[src/rtl/firc_accum_out.sv]
// rtl/firc_accum_out.sv - complex FIR output stage: adder tree, beat accumulator, round/shift/narrow
// Optional saturation of the narrowed sample: define FIRC_OUT_SAT_EN.
module firc_accum_out #(
    parameter int NPROD  = 5,
    parameter int PW     = 54,
    parameter int NBEAT  = 3,
    parameter int ACCW   = 60,
    parameter int OSHIFT = 20
) (
    input  logic                    Clk,
    input  logic                    Reset,
    input  logic                    ValidIn,
    input  logic                    FirstIn,
    input  logic                    LastIn,
    input  logic [NPROD*PW-1:0]     ProdI,
    input  logic [NPROD*PW-1:0]     ProdQ,
    output logic                    PushOut,
    output logic signed [31:0]      FI,
    output logic signed [31:0]      FQ,
    output logic                    SeqErr
);
    typedef enum logic {S_IDLE, S_ACC} state_t;

    localparam logic signed [ACCW:0] RND = (ACCW+1)'(1) << (OSHIFT - 1);
`ifdef FIRC_OUT_SAT_EN
    localparam logic signed [ACCW:0] SAT_MAX = (ACCW+1)'(64'sh7FFFFFFF);
    localparam logic signed [ACCW:0] SAT_MIN = -SAT_MAX - (ACCW+1)'(1);
`endif

    state_t                 state, state_nxt;
    logic signed [ACCW-1:0] sum_i_c, sum_q_c;
    logic signed [ACCW-1:0] sum_i, sum_q;
    logic signed [ACCW-1:0] acc_i, acc_q;
    logic                   v1, f1, l1;
    logic [7:0]             cnt;
    logic                   load, add, done, err, done2;

    always_comb begin
        sum_i_c = '0;
        sum_q_c = '0;
        for (int k = 0; k < NPROD; k++) begin
            sum_i_c = sum_i_c + {{(ACCW-PW){ProdI[k*PW+PW-1]}}, ProdI[k*PW +: PW]};
            sum_q_c = sum_q_c + {{(ACCW-PW){ProdQ[k*PW+PW-1]}}, ProdQ[k*PW +: PW]};
        end
    end

    always_ff @(posedge Clk or posedge Reset) begin
        if (Reset) begin
            sum_i <= '0;
            sum_q <= '0;
            v1    <= 1'b0;
            f1    <= 1'b0;
            l1    <= 1'b0;
        end else begin
            sum_i <= sum_i_c;
            sum_q <= sum_q_c;
            v1    <= ValidIn;
            f1    <= FirstIn;
            l1    <= LastIn;
        end
    end

    always_ff @(posedge Clk or posedge Reset) begin
        if (Reset) state <= S_IDLE;
        else       state <= state_nxt;
    end

    always_comb begin
        state_nxt = state;
        case (state)
            S_IDLE: if (v1 && f1 && !l1) state_nxt = S_ACC;
            S_ACC:  if (v1 && l1)        state_nxt = S_IDLE;
            default:                     state_nxt = S_IDLE;
        endcase
    end

    // A First beat always restarts the sample, even if it is also Last.
    always_comb begin
        load = 1'b0;
        add  = 1'b0;
        done = 1'b0;
        err  = 1'b0;
        if (v1) begin
            case (state)
                S_IDLE: begin
                    load = f1;
                    done = f1 && l1;
                    err  = !f1;
                end
                S_ACC: begin
                    load = f1;
                    add  = !f1;
                    done = l1;
                    err  = f1 || (l1 && ((cnt + 8'd1) != 8'(NBEAT)));
                end
                default: ;
            endcase
        end
    end

    always_ff @(posedge Clk or posedge Reset) begin
        if (Reset) begin
            acc_i  <= '0;
            acc_q  <= '0;
            cnt    <= '0;
            done2  <= 1'b0;
            SeqErr <= 1'b0;
        end else begin
            if (load) begin
                acc_i <= sum_i;
                acc_q <= sum_q;
                cnt   <= 8'd1;
            end else if (add) begin
                acc_i <= acc_i + sum_i;
                acc_q <= acc_q + sum_q;
                if (cnt != 8'hFF) cnt <= cnt + 8'd1;
            end
            done2  <= done;
            SeqErr <= SeqErr | err;
        end
    end

    // One guard bit so the rounding add cannot overflow the accumulator width.
    function automatic logic [31:0] narrow(input logic signed [ACCW-1:0] a);
`ifdef FIRC_OUT_SAT_EN
        logic signed [ACCW:0] r;
        r = ((ACCW+1)'(a) + RND) >>> OSHIFT;
        if (r > SAT_MAX)      narrow = 32'h7FFFFFFF;
        else if (r < SAT_MIN) narrow = 32'h80000000;
        else                  narrow = r[31:0];
`else
        narrow = 32'(((ACCW+1)'(a) + RND) >>> OSHIFT);
`endif
    endfunction

    always_ff @(posedge Clk or posedge Reset) begin
        if (Reset) begin
            PushOut <= 1'b0;
            FI      <= '0;
            FQ      <= '0;
        end else begin
            PushOut <= done2;
            if (done2) begin
                FI <= narrow(acc_i);
                FQ <= narrow(acc_q);
            end
        end
    end
endmodule

[config.mk]
export PLATFORM = sky130hd
export DESIGN_NAME = firc_accum_out
export DESIGN_NICKNAME = d
export VERILOG_FILES = /design/src/rtl/firc_accum_out.sv
export SDC_FILE = /design/constraint.sdc
export NUM_CORES = 2
export LEC_CHECK = 0
export ABC_AREA = 1
export BUFFER_PORTS_ARGS = -buffer_cell sky130_fd_sc_hd__buf_2
export CAP_MARGIN = 10
export CORE_UTILIZATION = 35
export CTS_CLUSTER_DIAMETER = 120
export DETAILED_ROUTE_END_ITERATION = 12
export PLACE_DENSITY = 0.55
export SLEW_MARGIN = 30
export SYNTH_ARGS = -nofsm -noshare
export SYNTH_HDL_FRONTEND = slang
export SYNTH_SLANG_ARGS = --single-unit
[constraint.sdc]
create_clock -name Clk -period 20.6 [get_ports Clk]
set_input_delay 0 -clock Clk [delete_from_list [all_inputs] [get_ports Clk]]
set_output_delay 0 -clock Clk [all_outputs]
set_load 0.1 [all_outputs]
# --- Word-level counts from Yosys, hierarchy flattened ---
# Cells that the tools add are included.
totals:
  elab_cells: 59
  input_bits: 545
  output_inout_bits: 66
  regBits: 315
op_classes:
  reduce_logical: 11
  n_eq_ne: 2
  muxes: 17
  addsub: 13
  n_bitwise: 2
ops:
  columns: ["operator", "n"]
  rows:
  - ["$mux 60", 4]
  - ["$add 60x58->60", 2]
  - ["$add 57x54->58", 2]
  - ["$add 56x54->57", 2]
  - ["$add 55x54->56", 2]
  - ["$add 54x54->55", 2]
  - ["$add 52x21->52 const B", 2]
  - ["$mux 8", 3]
  - ["$add 8x1->8 const B", 1]
  - ["$ne 8x2->1 const B", 1]
  - ["$ne 8x8->1 const B", 1]
  - ["$mux 1", 7]
  - ["$pmux 1 s2", 3]
  - ["$logic_and 1x1->1", 5]
  - ["$reduce_bool 2->1", 2]
  - ["$logic_not 1->1", 2]
  - ["$reduce_and 2->1", 1]
  - ["$logic_or 1x1->1", 1]
  - ["$not 1->1", 1]
  - ["$or 1x1->1", 1]

# --- Longest topological paths before layout ---
logic_depth:
  ltp_word: 7
  ltp_mapped: 20
  ltp_nobuf: 20

# --- Least setup slack after synthesis ---
# No wires, ideal clock.
synth_timing:
  path_kind: "input to register"
  start: "input port ProdQ[1]"
  end: "register sum_q[45]"
  arrival_time_ps: 3074
  n_path_buf: 0
  setup_slack_ps: 17402
  setup_time_ps: 124
  required_time_ps: 20476
  path_stages: 16
  path_cell_list: "inv_1 > fa_1 > fa_1 > fa_1 > inv_1 > ha_1 > fa_1 > nand3_1 > nand2_2 > a21oi_1 > inv_1 > nand2_1 > nand2_1 > nand2_1 > nand3_1 > xor2_1"
synth_between:
  elab_chain_cells: 4
synth_rtl:
  columns: ["element", "line_no", "rtl"]
  rows:
  - ["start: declaration", "16", "input logic [NPROD*PW-1:0] ProdQ,"]
  - ["$add 54x54->55", "43", "sum_q_c = sum_q_c + {{(ACCW-PW){ProdQ[k*PW+PW-1]}}, ProdQ[k*PW +: PW]};"]
  - ["$add 55x54->56", "43", null]
  - ["$add 56x54->57", "43", null]
  - ["$add 57x54->58", "43", null]
  - ["via sum_q_c[45]", "31", "logic signed [ACCW-1:0] sum_i_c, sum_q_c;"]
  - ["end signal: assignment", "56", "sum_q <= sum_q_c;"]
  - ["end: declaration", "32", "logic signed [ACCW-1:0] sum_i, sum_q;"]
# The timed path passes the listed nets, and every way through them passes these cells.
# A chain may end at the register's enable or synchronous reset.

# --- Final worst setup path ---
layout_timing:
  start: "register f1"
  end: "register acc_q[36]"
layout_between:
  elab_chain_cells: 4
  word_cells_on_any_way: 6
  classes_between: "4 x mux; 2 x reduce/logical"
layout_rtl:
  columns: ["element", "line_no", "rtl"]
  rows:
  - ["start: declaration", "34", "logic v1, f1, l1;"]
  - ["start signal: assignment", "58", "f1 <= FirstIn;"]
  - ["$logic_not 1->1", "92", "add = !f1;"]
  - ["$mux 1", "84", "case (state)"]
  - ["$mux 1", "83", "if (v1) begin"]
  - ["$reduce_bool 2->1 (no line)", null, null]
  - ["end signal: assignment", "111", "acc_q <= sum_q;"]
  - ["end signal: assignment", "115", "acc_q <= acc_q + sum_q;"]
  - ["end: declaration", "33", "logic signed [ACCW-1:0] acc_i, acc_q;"]
# Parallel ways exist; a longest one is shown, timed or not.

==> reports/qor_table.md <==
| Group | Quantity | Value |
| --- | --- | --- |
| global routing | Initial antenna violation count | 16 |
| die | Initial core utilization | 35.4% |
| setup path | WP data required | 21.04 ns |
| setup path | Capture instance of the worst register-to-register path | acc_q[36] |
| setup path | Flop2flop setup slack | 16.92 ns |
| clocking | Maximum clock insertion buffer count | 3 |
| setup path | Critical Path Start Type | register |
| global routing | Vias in the first global route | 35796 |
| timing | Worst-margin pin slew | 0.861 ns |
| setup path | Critical path class | reg2reg |
| clocking | Clk Latency, worst-skew pair | 0.58 ns |
| power and ir drop | Switching fraction of total power | 59.5% |
| yosys | Most used standard cell by instance count after synthesis | inv_1 |
| drt | Total Routed Length | 134 mm |
| global routing | Met1 GRT Util | 35.8% |
| power and ir drop | Combinational power share | 73.4% |
| power and ir drop | Maximum ir drop on the vdd rail | 0.0700 mV |
| yosys | Yosys cell types | 48 |
| timing | Tcrit/Tclk final | 17.9% |
| cells and area | Fill cells | 11485 |
| drt | Routed wirelength normalized by instance count | 17.2 um |
| global routing | Largest net degree at the start of global routing | 88 |
| yosys | Yosys top cell by area | dfrtp_1 |
| global routing | Met3 capacity usage during global routing | 2.49% |
| drt | Drc violations | 22 |
| yosys | Synthesized area per cell | 6.46 sq um |
| placement | Post-detailed-placement half-perimeter wirelength | 117 mm |
| placement | Placer's final routability congestion estimate | 0.978 |
| cells and area | Fin util | 41.1% |
| yosys | Top area cells in the synthesized netlist | dfrtp_1 19%, fa_1 16%, inv_1 16% |
| setup path | Crit path launch | f1 |
| cells and area | Area growth syn-to-layout | 16.1% |
| yosys | Post-Synthesis Net Count | 6851 |
| yosys | Most instantiated flip-flop cell in the synthesis netlist | dfrtp_1 |
| status | Outcome | finished with violations |
| drt | Length of the first detailed-routing pass in iterations | 10 |
| clocking | Reg clk slew, reported paths | 0.06 ns |
| timing | Setup clock skew after layout | 0.0410 ns |
| setup path | Beginning of the worst register-to-register path | f1 |
| yosys | Synth Warn # | 0 |
| clocking | Clock tree from TritonCTS | yes |
| yosys | Ys async rst share | 100% |
| power and ir drop | Clk network pwr share | 9.9% |
| global routing | GRT Residual Overflow | 0 |
| timing | Setup repair after global routing missed its margin | false |
| setup path | Crit end category | register |
| run | Max cap viols | 0 |
| power and ir drop | Cell-internal power | 2.86 mW |
| status | Violated checks | DRC |
| die | Die area | 0.108 sq mm |
| global routing | Met2 GRT Util | 39.6% |
| timing | Setup TNS | 0 ns |
| yosys | Post-Synthesis Cell Area | 0.0374 sq mm |
| drt | Total number of vias | 36090 |
| clocking | Total clock buffers created by CTS | 36 |
| die | Overall die height | 329 um |
| die | Top-level port count | 611 |
| min path | Worst Hold Path Cells | 4 |
| setup path | Highest fanout seen on the critical path | 73 |
| min path | HP Class | in2reg |
| timing | Slew HR | 42.6% |
| power and ir drop | Switching power summed over all nets | 4.20 mW |
| drt | Detailed router's first-iteration violation count | 2239 |
| timing | Peak clock frequency supported by timing | 272 MHz |
| yosys | Number of synthesized register bits | 287 |
| timing | Final period demand of the worst path | 3.68 ns |
| setup path | Worst Reg-to-Reg Cells | 8 |
| yosys | Fraction of synthesized cell area taken by the top area cell type | 19.2% |
| die | Width of the die | 329 um |
| power and ir drop | Sequential power share | 16.7% |
| clocking | Root Buffer Master | clkbuf_16 |
| die | Floorplan Core Area | 0.106 sq mm |
| power and ir drop | Power density over the cells | 163 mW/mm^2 |
| global routing | Layer with the highest usage | met2 |
| global routing | Total global-route track usage | 24.7% |
| drt | ANT nets after route | 0 |
| timing | Max-slew violation count | 0 |
| yosys | Most numerous cell types in the synthesized netlist | 1625 x inv_1, 1520 x nand2_1, 609 x nor2_1 |
| yosys | Number of cells produced by synthesis | 5790 |
| die | Row count | 119 |
| placement | Count of port buffers added during placement | 590 |
| clocking | H-Tree Level Count | 2 |
| timing | Total of endpoints with negative setup slack in the final report | 0 |
| power and ir drop | Reported leakage power | 25.4 nW |
| global routing | First-pass GRT wire length | 206 mm |
| yosys | Sequential element share of the synthesized area | 19.2% |
| setup path | End point of the critical path | acc_q[36] |
| setup path | Worst path arrival time | 4.12 ns |
| drt | Average via count per standard cell | 4.62 |
| cells and area | Net total in the final layout | 7446 |
| yosys | Number of flops mapped to enable cells by yosys | 0 |
| timing | Endpoints failing hold | 0 |
| clocking | Number of clock sinks | 287 |
| cells and area | Fraction of layout cells with a size suffix above 1 | 11.3% |
-- state kept, by name (all words and copies together) (netlist names), 8 cells and up --
name   flops
FQ        32
sum_i     52
FI        32
sum_q     52
acc_q     52
cnt        8
acc_i     52
-- cell families (layout without fill, tap and decap cells) --
family	after synthesis	in the layout	share of synthesized area, %
compound gates	575	575	8.38
xor+xnor	188	188	4.40
fa+ha+maj	516	516	23.4
buf+inv	1688	2311	17.0
flops	287	287	19.2
other cells	0	5	0
simple gates	2536	2536	27.7
-- critical path, stage by stage, from the launching register on --
cell and delay, ns:
dfrtp_1 0.46, inv_2 0.63, a21oi_4 0.27, buf_4 0.39, inv_4 0.55, buf_4 0.78
nor2_1 0.08, nand2_1 0.16, o21ai_0 0.10
-- metrics by stage --
stage	area, sq um	hold slack [ns]	power, mW	worst slack [ns]	instances
after global placement	42000	0.108	6.29	16.56	7723
after CTS	43400	0.00237	7.04	16.81	7804
final	43400	0.0296	7.06	16.92	7809
after detailed placement	42000	0.113	6.30	16.77	7724
after floorplan	37400	0.0314	4.69	12.68	5790
after global routing	43400	0.0569	7.75	16.62	7809
-- worst min path at each step --
stage               end       start  slack (ns)
2_1_floorplan        f1     FirstIn        0.03
3_3_place_gp         l1      LastIn        0.11
3_5_place_dp         v1     ValidIn        0.11
4_1_cts        sum_q[6]  ProdQ[222]       0.002
5_1_grt        sum_q[6]  ProdQ[222]        0.06
6_report       sum_q[6]  ProdQ[222]        0.03
-- cell usage in the layout (no fill, tap or decap), types with 42 or more instances in the layout --
master | Yosys | final
inv_1 | 1625 | 1621
nand2_1 | 1520 | 1519
nor2_1 | 609 | 609
buf_2 | 3 | 590
fa_1 | 306 | 306
dfrtp_1 | 287 | 286
o21ai_0 | 224 | 224
nand3_1 | 223 | 223
a21oi_1 | 212 | 212
ha_1 | 210 | 210
xor2_1 | 146 | 146
nand4_1 | 57 | 57
nor3_1 | 50 | 50
xnor2_1 | 42 | 42
-- layout make-up --
class / count / area (sq um) / share of cell area [%]
sequential: 287 / 7180 / 16.5
timing repair buffer: 615 / 3180 / 7.33
inverter: 1630 / 6130 / 14.1
antenna: 5 / 12.5 / 0.0288
tap: 1391 / 1740 / 4.01
multi-input combinational: 3815 / 23900 / 55.0
clock inverter: 18 / 243 / 0.559
clock buffer: 48 / 1050 / 2.41
-- what timing repair did --
item	in CTS	in global routing
buffers inserted	0	0
hold buffers	14	0
endpoints found under the hold margin	94	0
resized for setup	0	0
-- power by group through the flow --
stage	clock network [mW]	registers, mW	logic (mW)
floorplan	0	1.38	3.32
global placement	0	1.17	5.12
detailed placement	0	1.18	5.13
CTS	0.719	1.17	5.16
global route	0.735	1.20	5.81
finish	0.697	1.18	5.18
-- metal layers --
layer	wire length, um	up-vias
li1	-	18323
met1	65500	16682
met2	59200	955
met3	6590	124
met4	2850	6
met5	32	-
(Power assumes the default switching activity.)
